==> src/rtl/cordic_sequencer.sv <==
// Control sequencer for an iterative CORDIC datapath: IDLE -> LOAD -> ITER x N -> DONE.
// Optional vectoring mode (Mode / Y_sign inputs) enabled by CORDIC_SEQUENCER_VECTORING_EN.
module cordic_sequencer #(
  parameter int unsigned ITERATIONS = 16,
  parameter int unsigned CNT_W      = 4
) (
  input  logic             Clk,
  input  logic             Reset,
  input  logic             Start,
  input  logic             Z_sign,
`ifdef CORDIC_SEQUENCER_VECTORING_EN
  input  logic             Mode,
  input  logic             Y_sign,
`endif
  output logic             Busy,
  output logic             Done,
  output logic             Load,
  output logic             Enable,
  output logic [CNT_W-1:0] Shift_amt,
  output logic [CNT_W-1:0] Atan_addr,
  output logic             Sub_x,
  output logic             Sub_y,
  output logic             Sub_z
);

  typedef enum logic [1:0] {S_IDLE, S_LOAD, S_ITER, S_DONE} state_t;

  state_t           r_state;
  state_t           w_state_nxt;
  logic [CNT_W-1:0] r_cnt;
  logic             w_last;
  logic             w_dir_pos;

  assign w_last = (r_cnt == CNT_W'(ITERATIONS - 1));

`ifdef CORDIC_SEQUENCER_VECTORING_EN
  logic r_mode;

  // Mode is latched once per operation so mid-run changes cannot disturb it
  always_ff @(posedge Clk or posedge Reset) begin
    if (Reset) begin
      r_mode <= 1'b0;
    end else if (r_state == S_LOAD) begin
      r_mode <= Mode;
    end
  end

  assign w_dir_pos = r_mode ? Y_sign : ~Z_sign;
`else
  assign w_dir_pos = ~Z_sign;
`endif

  // State register
  always_ff @(posedge Clk or posedge Reset) begin
    if (Reset) begin
      r_state <= S_IDLE;
    end else begin
      r_state <= w_state_nxt;
    end
  end

  // Iteration counter; holds on the last iteration instead of wrapping
  always_ff @(posedge Clk or posedge Reset) begin
    if (Reset) begin
      r_cnt <= '0;
    end else begin
      case (r_state)
        S_LOAD:  r_cnt <= '0;
        S_ITER:  if (!w_last) r_cnt <= r_cnt + CNT_W'(1);
        default: r_cnt <= '0;
      endcase
    end
  end

  // Next-state logic
  always_comb begin
    w_state_nxt = r_state;
    case (r_state)
      S_IDLE:  if (Start) w_state_nxt = S_LOAD;
      S_LOAD:  w_state_nxt = S_ITER;
      S_ITER:  if (w_last) w_state_nxt = S_DONE;
      S_DONE:  w_state_nxt = S_IDLE;
      default: w_state_nxt = S_IDLE;
    endcase
  end

  // Output decode; direction selects follow the live sign input during ITER
  always_comb begin
    Busy      = 1'b0;
    Done      = 1'b0;
    Load      = 1'b0;
    Enable    = 1'b0;
    Shift_amt = '0;
    Atan_addr = '0;
    Sub_x     = 1'b0;
    Sub_y     = 1'b0;
    Sub_z     = 1'b0;
    case (r_state)
      S_LOAD: begin
        Busy = 1'b1;
        Load = 1'b1;
      end
      S_ITER: begin
        Busy      = 1'b1;
        Enable    = 1'b1;
        Shift_amt = r_cnt;
        Atan_addr = r_cnt;
        Sub_x     = w_dir_pos;
        Sub_y     = ~w_dir_pos;
        Sub_z     = w_dir_pos;
      end
      S_DONE: begin
        Busy = 1'b1;
        Done = 1'b1;
      end
      default: ;
    endcase
  end

endmodule

==> config.mk <==
export PLATFORM = sky130hd
export DESIGN_NAME = cordic_sequencer
export DESIGN_NICKNAME = d
export VERILOG_FILES = /design/src/rtl/cordic_sequencer.sv
export SDC_FILE = /design/constraint.sdc
export NUM_CORES = 1
export LEC_CHECK = 0
export ABC_CLOCK_PERIOD_IN_PS = 1800
export CORE_AREA = 3 3 40 42
export CTS_CLUSTER_DIAMETER = 50
export DETAILED_ROUTE_END_ITERATION = 8
export DIE_AREA = 0 0 43 45
export SLEW_MARGIN = 0
export SYNTH_ARGS = -nofsm -noshare
export SYNTH_HDL_FRONTEND = slang
export SYNTH_SLANG_ARGS = --single-unit
==> constraint.sdc <==
create_clock -name Clk -period 1.8 [get_ports Clk]
set_input_delay 0.36 -clock Clk [delete_from_list [all_inputs] [get_ports Clk]]
set_output_delay 0.36 -clock Clk [all_outputs]
set_load 0.02 [all_outputs]
==> run metrics <==
outcome complete, no violations; Placement Setup Slack -111 ps; Tcrit/Tclk final 0.951; leakage power total 0.323 nW; Max Clock Skew 2.13 ps; leading area contributor after synthesis dfrtp_1; post-synthesis register bit count 6; register area share after synthesis 0.357; I/O pin cnt 19; DP HPWL 677 um; number of synthesized flops with an enable pin 0; Crit path required time 1440 ps; Setup Crit Path Kind reg2out; reg2reg path depth 6; setup bufs post-CTS 0; final worst slack 88.6 ps; placed cell areas 619 um^2; clk sink count 6; post-synth top area share 0.357; cell area after synthesis 420 um^2; Clk pin slew, worst setup/hold paths 40 ps; largest net degree at the start of global routing 8; FP Rows 13; Syn Area/Cell 9.78 um^2; die width 43 um; synth cell count leaders dfrtp_1, ha_1, buf_4, inv_1, nor2_1; reg-to-reg endpoint r_state[1]$_DFFE_PP0P_; Layout Cells excl Fill 79; CTS buffer count 3; Area contributors post-synth dfrtp_1, ha_1, buf_4; total power draw 0.906 mW; endpoints failing setup 0; P&R area growth vs syn 48.8%; RSZ-0062 raised after global routing no; vias per cell 4.24; Slew HR 0.862; area of the multi-input gates 223 um^2; total area of sequential cells 150 um^2; initial antenna violation count 0; worst min path class in2async; Routed Antenna Nets 0; Clock H-tree levels 1; Worst EP arrival 1350 ps; Worst Setup Start Kind flip-flop; share of layout cells above drive strength 1 0.297; drt pass-1 iters 2; n_diodes 0; # fillers 130; critical path endpoint category output port; Final min period 1710 ps; clock tree from TritonCTS done; Hold Vio Cnt, Final 0; fin nets 76; via count 335; R2R Setup Slk 300 ps; Max FO, Critical Path 3; post-synthesis net count 53; Max rail drop VDD 0.000687 V; Pins Over Slew Limit 0; cell area after layout 626 um^2; clock root buffer clkbuf_4; total track usage 0.0966; Hold-fix buffers, CTS 0; WHS 324 ps; worst-case clock buffer depth 2; f_max 584 MHz; Finished Core Util 0.487; IO Port Bufs 18; first-pass GRT wire length 1320 um; Placeable Area 0.00128 mm^2; remaining global-route overflow 0; Placed Cells incl. Taps 76; Worst-Margin Slew 206 ps; Routed WL 777 um; Routed WL per cell 9.84 um; vias in the first global route 342; die height 45 um; setup_tns 0 ps; Syn Inst Count 43; Max Cap Violations 0; Synth warnings 0; distinct cell type count after synthesis 20; FFs w/ async S/R, synth 1.00; DRC Markers 0; Die ar. 0.00194 mm^2; Starting Density 0.327; Primary FF master, synth dfrtp_1; latest clock arrival within the worst-skew pair 230 ps; Initial DRC Count 3; GPL Wtd Cong 0.659; power density over cell area 1450 mW/mm^2; worst r2r src r_state[1]$_DFFE_PP0P_
==> cells by family (layout without fill, tap and decap cells) <==
logic type                 count (synthesis)  after routing  synth area share
buffers and inverters                     11             32             0.143
DFF                                        6              6             0.357
muxes                                      2              2            0.0506
AOI/OAI and AO/OA                          5              5            0.0893
and+or+nand+nor                           12             12             0.161
adders and majority gates                  6              6             0.179
xor gates and xnor gates                   1              1            0.0208
==> how the worst max path moves through the flow <==
stage / end / slack (ps) / depth (start not counted) / startpoint
2_1_floorplan: Sub_z / -100 / 5 / r_state[0]$_DFFE_PP0P_
3_3_place_gp: Sub_x / -110 / 5 / r_state[0]$_DFFE_PP0P_
3_5_place_dp: Sub_y / -110 / 3 / Z_sign
4_1_cts: Shift_amt[2] / 20 / 4 / r_state[0]$_DFFE_PP0P_
5_1_grt: Shift_amt[3] / 5 / 5 / r_state[0]$_DFFE_PP0P_
6_report: Load / 90 / 4 / r_state[1]$_DFFE_PP0P_
==> state kept, by name, indices dropped and copies added, names as in the netlist <==
| name | count |
|---|---|
| r_cnt | 4 |
| r_state | 2 |
==> cells in the final DEF (no fill, tap or decap), drive strengths merged, types with 2 or more instances in the layout <==
master	count
buf	8
dfrtp	6
inv	6
ha	6
clkdlybuf4s15	6
clkbuf	5
nor2	4
dlygate4sd2	4
and2	4
clkdlybuf4s50	3
nand3	2
==> what timing repair did <==
action,in CTS,in global routing
setup endpoints to repair,15,13
gates resized for setup,25,12
pin swaps,0,0
gates cloned,0,0
==> report_power, final <==
group	switching [mW]	leakage (nW)	internal (mW)	total, mW
Clock	0.0408	0.0138	0.0749	0.116
Combinational	0.308	0.231	0.270	0.578
Sequential	0.0342	0.0783	0.178	0.212
==> layer usage <==
layer	up-vias	routed length (um)	GRT usage
met5	-	0	0
met4	0	12	0.108
met3	2	79	0.0159
met2	13	325	0.135
met1	143	360	0.119
li1	177	-	-
==> cell type report <==
class                   count  area share
inverters                   6      0.0360
multi-input cells          26       0.356
clock buffers               3      0.0360
well taps                  15      0.0300
flip-flops and latches      6       0.240
repair buffers             23       0.302
==> worst max-delay path, stage by stage (launching register included) <==
cell and delay (ps):
dfrtp_1 400, buf_4 150, inv_1 90, ha_1 140
dlygate4sd2_1 330
Power figures use the tool's default switching activity.
